File: config.mk
export PLATFORM = sky130hd
export DESIGN_NAME = zmips_mem_arbiter_flat
export DESIGN_NICKNAME = d
export VERILOG_FILES = /design/src/rtl/zmips_pkg.sv /design/src/rtl/zmips_mem_arbiter_if.sv /design/src/rtl/zmips_arb_wdog.sv /design/src/rtl/zmips_mem_arbiter.sv /design/src/flat_wrapper.sv
export SDC_FILE = /design/constraint.sdc
export NUM_CORES = 1
export LEC_CHECK = 0
export ABC_AREA = 0
export BUFFER_PORTS_ARGS = -buffer_cell sky130_fd_sc_hd__buf_2
export CAP_MARGIN = 20
export CORE_ASPECT_RATIO = 1.1
export CORE_MARGIN = 1.5
export CORE_UTILIZATION = 45
export CTS_CLUSTER_DIAMETER = 120
export DETAILED_ROUTE_END_ITERATION = 7
export PLACE_DENSITY_LB_ADDON = 0.12
export SETUP_SLACK_MARGIN = 0.2
export SYNTH_ARGS = -nofsm -noshare
export SYNTH_HDL_FRONTEND = slang
export SYNTH_SLANG_ARGS = --single-unit
export TNS_END_PERCENT = 20
File: constraint.sdc
create_clock -name clk -period 2.3 [get_ports clk]
set_input_delay 0.115 -clock clk [delete_from_list [all_inputs] [get_ports clk]]
set_output_delay 0.115 -clock clk [all_outputs]
set_load 0.05 [all_outputs]
File: src/rtl/zmips_pkg.sv
// Shared types and defaults for the zmips memory arbiter: FSM state encoding,
// bus owner IDs and the saturating counter helper used by the starvation guard.
package zmips_pkg;

  typedef enum logic [1:0] {
    ST_IDLE   = 2'd0,
    ST_BUSY_I = 2'd1,
    ST_BUSY_D = 2'd2
  } arb_state_t;

  typedef enum logic {
    OWN_I = 1'b0,
    OWN_D = 1'b1
  } owner_t;

  localparam int DEF_TIMEOUT    = 255;
  localparam int DEF_STARVE_MAX = 3;

  function automatic owner_t owner_of(arb_state_t s);
    return (s == ST_BUSY_D) ? OWN_D : OWN_I;
  endfunction

  function automatic logic [3:0] sat_inc(logic [3:0] v, logic [3:0] max);
    return (v >= max) ? max : v + 4'd1;
  endfunction

endpackage

File: src/rtl/zmips_mem_arbiter_if.sv
// Port bundle of the arbiter: fetch and data request ports plus the shared memory bus.
// slave = arbiter side, master = CPU pipeline / memory side.
interface zmips_mem_arbiter_if #(
  parameter int AW = 32,
  parameter int DW = 32
);
  logic          if_req;
  logic [AW-1:0] if_addr;
  logic [DW-1:0] if_rdata;
  logic          if_ack;

  logic          d_req;
  logic          d_wr;
  logic [AW-1:0] d_addr;
  logic [DW-1:0] d_wdata;
  logic [DW-1:0] d_rdata;
  logic          d_ack;

  logic          bus_err;

  logic [AW-1:0] mem_addr;
  logic [DW-1:0] mem_wdata;
  logic          mem_rd;
  logic          mem_wr;
  logic [DW-1:0] mem_rdata;
  logic          mem_ready;

  modport slave (
    input  if_req, if_addr, d_req, d_wr, d_addr, d_wdata, mem_rdata, mem_ready,
    output if_rdata, if_ack, d_rdata, d_ack, bus_err, mem_addr, mem_wdata, mem_rd, mem_wr
  );

  modport master (
    output if_req, if_addr, d_req, d_wr, d_addr, d_wdata, mem_rdata, mem_ready,
    input  if_rdata, if_ack, d_rdata, d_ack, bus_err, mem_addr, mem_wdata, mem_rd, mem_wr
  );
endinterface

File: src/rtl/zmips_arb_wdog.sv
// Bus watchdog: counts busy cycles without mem_ready and flags expiry on the
// cycle that reaches TIMEOUT-1. TIMEOUT=0 disables it.
module zmips_arb_wdog
  import zmips_pkg::*;
#(
  parameter int TIMEOUT = DEF_TIMEOUT
) (
  input  logic clk,
  input  logic rst,
  input  logic busy,
  input  logic ready,
  output logic expire
);

  localparam bit         ENABLED = (TIMEOUT != 0);
  localparam logic [7:0] LIMIT   = 8'(TIMEOUT - 1);

  logic [7:0] wd_cnt;

  assign expire = ENABLED && busy && !ready && (wd_cnt == LIMIT);

  // Counter restarts whenever the access ends, either way.
  always_ff @(negedge clk) begin
    if (rst || !busy || ready || expire) begin
      wd_cnt <= '0;
    end else begin
      wd_cnt <= wd_cnt + 8'd1;
    end
  end

endmodule

File: src/rtl/zmips_mem_arbiter.sv
// Arbiter sharing one single-ported memory bus between zmips fetch and data
// ports. Data wins ties unless fetch has been passed over STARVE_MAX times.
module zmips_mem_arbiter
  import zmips_pkg::*;
#(
  parameter int AW         = 32,
  parameter int DW         = 32,
  parameter int STARVE_MAX = DEF_STARVE_MAX,
  parameter int TIMEOUT    = DEF_TIMEOUT
) (
  input logic               clk,
  input logic               rst,
  zmips_mem_arbiter_if.slave bus
);

  localparam logic [3:0] SMAX = 4'(STARVE_MAX);

  arb_state_t    state_q, state_d;
  logic [3:0]    starve_q, starve_d;
  logic          grant_i, grant_d, done, abort;
  logic          busy, expire, i_elig, d_elig;

  logic [AW-1:0] mem_addr_q;
  logic [DW-1:0] mem_wdata_q;
  logic          mem_rd_q, mem_wr_q;
  logic [DW-1:0] if_rdata_q, d_rdata_q;
  logic          if_ack_q, d_ack_q, bus_err_q;

  assign busy   = (state_q != ST_IDLE);
  // A port acked this cycle still shows its old req; skip it until next cycle.
  assign i_elig = bus.if_req && !if_ack_q;
  assign d_elig = bus.d_req && !d_ack_q;

  zmips_arb_wdog #(.TIMEOUT(TIMEOUT)) u_wdog (
    .clk    (clk),
    .rst    (rst),
    .busy   (busy),
    .ready  (bus.mem_ready),
    .expire (expire)
  );

  always_comb begin
    state_d  = state_q;
    starve_d = starve_q;
    grant_i  = 1'b0;
    grant_d  = 1'b0;
    done     = 1'b0;
    abort    = 1'b0;
    unique case (state_q)
      ST_IDLE: begin
        if (d_elig && !(i_elig && starve_q == SMAX)) begin
          grant_d  = 1'b1;
          state_d  = ST_BUSY_D;
          starve_d = bus.if_req ? sat_inc(starve_q, SMAX) : 4'd0;
        end else if (i_elig) begin
          grant_i  = 1'b1;
          state_d  = ST_BUSY_I;
          starve_d = 4'd0;
        end
      end
      ST_BUSY_I, ST_BUSY_D: begin
        // A late mem_ready on the expiry cycle still counts as a completion.
        if (bus.mem_ready) begin
          done    = 1'b1;
          state_d = ST_IDLE;
        end else if (expire) begin
          abort   = 1'b1;
          state_d = ST_IDLE;
        end
      end
      default: state_d = ST_IDLE;
    endcase
  end

  always_ff @(negedge clk) begin
    if (rst) begin
      state_q     <= ST_IDLE;
      starve_q    <= '0;
      mem_addr_q  <= '0;
      mem_wdata_q <= '0;
      mem_rd_q    <= 1'b0;
      mem_wr_q    <= 1'b0;
      if_rdata_q  <= '0;
      d_rdata_q   <= '0;
      if_ack_q    <= 1'b0;
      d_ack_q     <= 1'b0;
      bus_err_q   <= 1'b0;
    end else begin
      state_q   <= state_d;
      starve_q  <= starve_d;
      if_ack_q  <= 1'b0;
      d_ack_q   <= 1'b0;
      bus_err_q <= 1'b0;

      if (grant_d) begin
        mem_addr_q  <= bus.d_addr;
        mem_wdata_q <= bus.d_wdata;
        mem_rd_q    <= !bus.d_wr;
        mem_wr_q    <= bus.d_wr;
      end else if (grant_i) begin
        mem_addr_q  <= bus.if_addr;
        mem_wdata_q <= '0;
        mem_rd_q    <= 1'b1;
        mem_wr_q    <= 1'b0;
      end

      if (done || abort) begin
        mem_rd_q  <= 1'b0;
        mem_wr_q  <= 1'b0;
        bus_err_q <= abort;
        if (owner_of(state_q) == OWN_I) begin
          if_ack_q   <= 1'b1;
          if_rdata_q <= abort ? '0 : bus.mem_rdata;
        end else begin
          d_ack_q <= 1'b1;
          if (abort) begin
            d_rdata_q <= '0;
          end else if (!mem_wr_q) begin
            d_rdata_q <= bus.mem_rdata;
          end
        end
      end
    end
  end

  assign bus.mem_addr  = mem_addr_q;
  assign bus.mem_wdata = mem_wdata_q;
  assign bus.mem_rd    = mem_rd_q;
  assign bus.mem_wr    = mem_wr_q;
  assign bus.if_rdata  = if_rdata_q;
  assign bus.if_ack    = if_ack_q;
  assign bus.d_rdata   = d_rdata_q;
  assign bus.d_ack     = d_ack_q;
  assign bus.bus_err   = bus_err_q;

endmodule
File: src/flat_wrapper.sv
// flat-port wrapper written by rule: the top's interface ports become plain ports
module zmips_mem_arbiter_flat import zmips_pkg::*;
#(
  parameter int AW         = 32,
  parameter int DW         = 32,
  parameter int STARVE_MAX = DEF_STARVE_MAX,
  parameter int TIMEOUT    = DEF_TIMEOUT
)
  (clk, rst, bus_if_req, bus_if_addr, bus_d_req, bus_d_wr, bus_d_addr, bus_d_wdata, bus_mem_rdata, bus_mem_ready, bus_if_rdata, bus_if_ack, bus_d_rdata, bus_d_ack, bus_bus_err, bus_mem_addr, bus_mem_wdata, bus_mem_rd, bus_mem_wr);
  zmips_mem_arbiter_if #(.AW(AW), .DW(DW)) bus_i ();
  input logic clk;
  input logic rst;
  input wire logic [$bits(bus_i.if_req)-1:0] bus_if_req;
  input wire logic [$bits(bus_i.if_addr)-1:0] bus_if_addr;
  input wire logic [$bits(bus_i.d_req)-1:0] bus_d_req;
  input wire logic [$bits(bus_i.d_wr)-1:0] bus_d_wr;
  input wire logic [$bits(bus_i.d_addr)-1:0] bus_d_addr;
  input wire logic [$bits(bus_i.d_wdata)-1:0] bus_d_wdata;
  input wire logic [$bits(bus_i.mem_rdata)-1:0] bus_mem_rdata;
  input wire logic [$bits(bus_i.mem_ready)-1:0] bus_mem_ready;
  output wire logic [$bits(bus_i.if_rdata)-1:0] bus_if_rdata;
  output wire logic [$bits(bus_i.if_ack)-1:0] bus_if_ack;
  output wire logic [$bits(bus_i.d_rdata)-1:0] bus_d_rdata;
  output wire logic [$bits(bus_i.d_ack)-1:0] bus_d_ack;
  output wire logic [$bits(bus_i.bus_err)-1:0] bus_bus_err;
  output wire logic [$bits(bus_i.mem_addr)-1:0] bus_mem_addr;
  output wire logic [$bits(bus_i.mem_wdata)-1:0] bus_mem_wdata;
  output wire logic [$bits(bus_i.mem_rd)-1:0] bus_mem_rd;
  output wire logic [$bits(bus_i.mem_wr)-1:0] bus_mem_wr;
  assign bus_i.if_req = bus_if_req;
  assign bus_i.if_addr = bus_if_addr;
  assign bus_i.d_req = bus_d_req;
  assign bus_i.d_wr = bus_d_wr;
  assign bus_i.d_addr = bus_d_addr;
  assign bus_i.d_wdata = bus_d_wdata;
  assign bus_i.mem_rdata = bus_mem_rdata;
  assign bus_i.mem_ready = bus_mem_ready;
  assign bus_if_rdata = bus_i.if_rdata;
  assign bus_if_ack = bus_i.if_ack;
  assign bus_d_rdata = bus_i.d_rdata;
  assign bus_d_ack = bus_i.d_ack;
  assign bus_bus_err = bus_i.bus_err;
  assign bus_mem_addr = bus_i.mem_addr;
  assign bus_mem_wdata = bus_i.mem_wdata;
  assign bus_mem_rd = bus_i.mem_rd;
  assign bus_mem_wr = bus_i.mem_wr;
  zmips_mem_arbiter #(.AW(AW), .DW(DW), .STARVE_MAX(STARVE_MAX), .TIMEOUT(TIMEOUT)) u_core (.clk(clk), .rst(rst), .bus(bus_i));
endmodule
Yosys cells after proc, flatten, opt, wreduce, memory -nomap -nowiden:

Cells that the tools add are included.

* register bits after elaboration: 147
* bits of input ports: 134

* equal/unequal tests: 7
* mux-type cells: 33
* $lt $le $gt $ge: 1
* $add $sub $neg: 2
* reduce and logical (&&, ||, !) cells: 27
* bitwise gates (word level): 2

Operators with widths (number)
* 32-bit two-way mux: 7
* 1-bit two-way mux: 17
* 4-bit two-way mux: 4
* 8-bit by 1-bit adder with 8-bit output (second input constant): 1
* 8-bit == test (second input constant): 1
* 2-bit two-way mux: 4
* 1-bit logical AND: 6
* 1-bit zero test: 6
* 2-bit AND reduction: 3
* 2-bit nonzero test: 3
* 2-bit OR reduction: 3
* 4-bit by 1-bit adder with 4-bit output (second input constant): 1
* 4-bit by 2-bit == test with 1-bit output (second input constant): 1
* 4-bit by 2-bit >= comparator with 1-bit output (second input constant): 1
* 1-bit logical OR: 4
* 2-bit case mux with 2 select lines: 1
* 3-bit by 1-bit != test with 1-bit output (second input constant): 1
* 3-bit != test (second input constant): 1
* 3-bit AND reduction: 1
* 2-bit by 1-bit == test with 1-bit output (second input constant): 1
* 2-bit == test (second input constant): 1
* 2-bit zero test: 1
* 2-bit by 1-bit != test with 1-bit output (second input constant): 1
* 1-bit inverter: 2

Longest topological paths before layout:

* depth in word-level cells: 9
* mapped depth: 8

By module:

Synthesis repeated with hierarchy kept, for this count alone.

* cells, all modules: 626
* area total of the unflattened synthesis: 5705.5 um2

By module, submodules not included
* zmips_mem_arbiter: sequential area each 2782.7 um2, cells an instance 583, times used 1, area each 5317.6 um2
* zmips_arb_wdog: sequential area each 160.2 um2, cells an instance 43, times used 1, area each 387.9 um2

==> flow_metrics.env <==
export IMPL_dp_hpwl_um=10370
export IMPL_die_x_um=107.8
export IMPL_outcome="complete, but fails checks"
export IMPL_async_reset_ff_share_pct=0
export IMPL_antenna_found_initial=0
export IMPL_holdWs_ps=468.1
export IMPL_grt_max_degree=61
export IMPL_crit_chain="buf_6 -> or4b_4 -> buf_6 -> o21ai_4 -> buf_12 -> buf_12 -> nor2_4 -> o31ai_2"
export IMPL_power_density_nw_per_um2=909.4
export IMPL_layout_nets=1109
export IMPL_cts_buffer_depth=2
export IMPL_grt_total_usage_pct=27.55
export IMPL_numCtsBuffers=17
export IMPL_p_sw_share_pct=35.96
export IMPL_drt_iter0_drc=500
export IMPL_postPlaceCellArea_um2=7062
export IMPL_max_slew_worst_pin_slew_ps=462.0
export IMPL_slew_headroom_pct=69.06
export IMPL_synth_cell_type_count=45
export IMPL_drive_above_1_share_pct=55.60
export IMPL_path_class="primary input to flop"
export IMPL_core_um2=11640
export IMPL_grt_overflow=0
export IMPL_yosysMostFrequentCell="dfxtp_1"
export IMPL_finalSetupViolCount=4
export IMPL_clkSinkCount=147
export IMPL_start_util_pct=46.71
export IMPL_die_area_um2=12760
export IMPL_crit_fanout=5
export IMPL_synthCells=529
export IMPL_crit_required_ps=1490
export IMPL_syn2layout_area_growth_pct=86.93
export IMPL_synth_top_cell_area_share_pct=54.11
export IMPL_finish_utilization_pct=87.31
export IMPL_port_buffers=266
export IMPL_p_comb_share_pct=22.3
export IMPL_arrival_ps=1520
export IMPL_power_frac_seq_pct=32.1
export IMPL_cts_tree="built"
export IMPL_cap_violations=0
export IMPL_drt_pass1_iter_count=4
export IMPL_final_hold_viol_count=0
export IMPL_yosysTopAreaCell="dfxtp_1"
export IMPL_clk_pin_slew_ps=30
export IMPL_htreeDepth=4
export IMPL_post_synth_most_frequent_cells="dfxtp_1, nor2_1, a22o_1"
export IMPL_grt_pass1_vias=6532
export IMPL_gp_congestion=0.7702
export IMPL_p_clk_share_pct=45.6
export IMPL_die_h_um=118.3
export IMPL_rsz0062_at_grt="true"
export IMPL_synth_area_um2=5439
export IMPL_synthTopCellsByArea="dfxtp_1, a22o_1, nor2_1"
export IMPL_p_switching_w=0.003325
export IMPL_max_vdd_ir_drop_mv=0.7182
export IMPL_p_leak_nw=5.036
export IMPL_synth_flop_cell="dfxtp_1"
export IMPL_wirelength_um=20960
export IMPL_hold_path_class="flop to flop"
export IMPL_wl_per_cell_um=18.50
export IMPL_critPathBufInv=4
export IMPL_grt_pass1_wl_um=28190
export IMPL_setup_worst_path_end_class="flop"
export IMPL_clock_latency_ps=480
export IMPL_start_kind="primary input"
export IMPL_ys_seq_area_share_pct=54.11
export IMPL_cp_top_family="simple AND/OR/NAND/NOR gates"
export IMPL_io_pins=267
export IMPL_synth_edf_count=0
export IMPL_drt_antenna_violating_nets=0
export IMPL_critPathMaxStageDelay_ps=460
export IMPL_core_rowCount=41
export IMPL_crit_path_top_delay_cell="or4b_4"
export IMPL_pre_cts_ws_ps=-511.7
export IMPL_syn_avg_cell_area_um2=10.28
export IMPL_clockRootBuffer="clkbuf_16"
export IMPL_intPower_w=0.005921
export IMPL_route_detailed_drc=0
export IMPL_vias=6213
export IMPL_worst_clock_skew_ps=45.11
export IMPL_stdcell_area_um2=10170
export IMPL_slew_violations=0
export IMPL_fin_ws_ps=-29.63
export IMPL_fillCellCount=574
export IMPL_yosys_warnings=0
export IMPL_violations="negative setup slack"
export IMPL_synth_seq_cells=147
export IMPL_syn_nets=668
export IMPL_via_per_inst=5.484
export IMPL_power_w=0.009247
[cell families (layout without fill, tap and decap cells)]
logic type | count (synthesis) | in the layout | synth area share [%]
AOI/OAI and AO/OA | 144 | 144 | 22.73
xor gates and xnor gates | 6 | 6 | 0.9662
adders and majority gates | 5 | 5 | 1.150
buffers and inverters | 53 | 503 | 4.486
DFF | 147 | 147 | 54.11
other | 0 | 1 | 0
and+or+nand+nor | 174 | 177 | 16.56
[per-stage QoR]
stage                     TNS (ps)  std cells
after floorplan             -23220        529
final                       -59.75       1133
after CTS                        0       1117
after global placement      -47750        926
after detailed placement    -42570        927
after global routing        -264.4       1132
[power groups by stage]
stage | Sequential, W | Clock, W | Combinational, W
finish | 0.00297 | 0.00421 | 0.00207
global route | 0.00298 | 0.00458 | 0.00215
CTS | 0.00290 | 0.00414 | 0.00177
detailed placement | 0.00289 | 0.000389 | 0.00155
global placement | 0.00288 | 0.000389 | 0.00153
floorplan | 0.00352 | 0.000389 | 0.000435
[layout make-up]
| cell class | count | area, um^2 | area share (%) |
|---|---|---|---|
| diodes | 1 | 2.502 | 0.02461 |
| clock buffers | 17 | 425.4 | 4.184 |
| clock inverters | 161 | 758.2 | 7.458 |
| inverters | 7 | 28.78 | 0.2830 |
| multi-input cells | 332 | 2572 | 25.30 |
| flip-flops and latches | 147 | 3087 | 30.36 |
| well taps | 150 | 187.7 | 1.846 |
| repair buffers | 318 | 3105 | 30.54 |
[registers in the layout, summed over array words and instances (netlist names)]
register / flops
u_core.bus.if_rdata: 32
u_core.bus.d_rdata: 32
u_core.bus.mem_rd: 1
u_core.bus.mem_wr: 1
u_core.bus.mem_addr: 32
u_core.bus.mem_wdata: 32
u_core.bus.d_ack: 1
u_core.state_q: 2
u_core.starve_q: 4
u_core.bus.if_ack: 1
u_core.u_wdog.wd_cnt: 8
u_core.bus.bus_err: 1
[worst reg2reg max path, stage by stage (launching register included)]
cell	delay, ps
dfxtp_1	340
inv_1	70
ha_2	450
nand3b_1	170
o31ai_4	270
clkbuf_16	350
nor3b_1	150
a31o_2	240
[worst paths after layout]
| check | slack [ps] | to | from | depth (start not counted) |
|---|---|---|---|---|
| setup / recovery | -30 | u_core.bus.mem_addr[22]$_SDFFE_NP0P_ | bus_if_req | 8 |
| hold / removal | 470 | u_core.state_q[0]$_SDFFE_NP0P_ | u_core.state_q[0]$_SDFFE_NP0P_ | 1 |
| setup reg to reg | 170 | u_core.bus.d_rdata[5]$_SDFFE_NP0P_ | u_core.state_q[1]$_SDFFE_NP0P_ | 7 |
| hold reg to reg | 470 | u_core.state_q[0]$_SDFFE_NP0P_ | u_core.state_q[0]$_SDFFE_NP0P_ | 1 |
[placed cells by master, fill, tap and decap left out, drive strengths merged, types with 6 or more instances in the layout]
cell / instances
a22o: 65
inv: 159
nor3: 6
nor3b: 32
dfxtp: 147
buf: 314
clkbuf: 21
o31ai: 34
nor2: 78
nand3: 35
a31o: 32
[metal layers]
| layer | GRT usage [%] | vias to the layer above | wire length, um |
|---|---|---|---|
| met5 | 0 | - | 0 |
| met4 | 16.04 | 0 | 575 |
| met3 | 12.74 | 53 | 1420 |
| met2 | 46.93 | 310 | 11370 |
| met1 | 27.10 | 3004 | 7591 |
| li1 | - | 2846 | - |
[repair_timing]
item,4_1_cts,5_1_grt
gates resized for setup,236,306
hold buffers,0,0
endpoints found under the setup margin,203,268
setup buffers,10,11
cloned,3,4
pin swaps,5,74
Note: power is estimated with default switching activity, not from simulation.
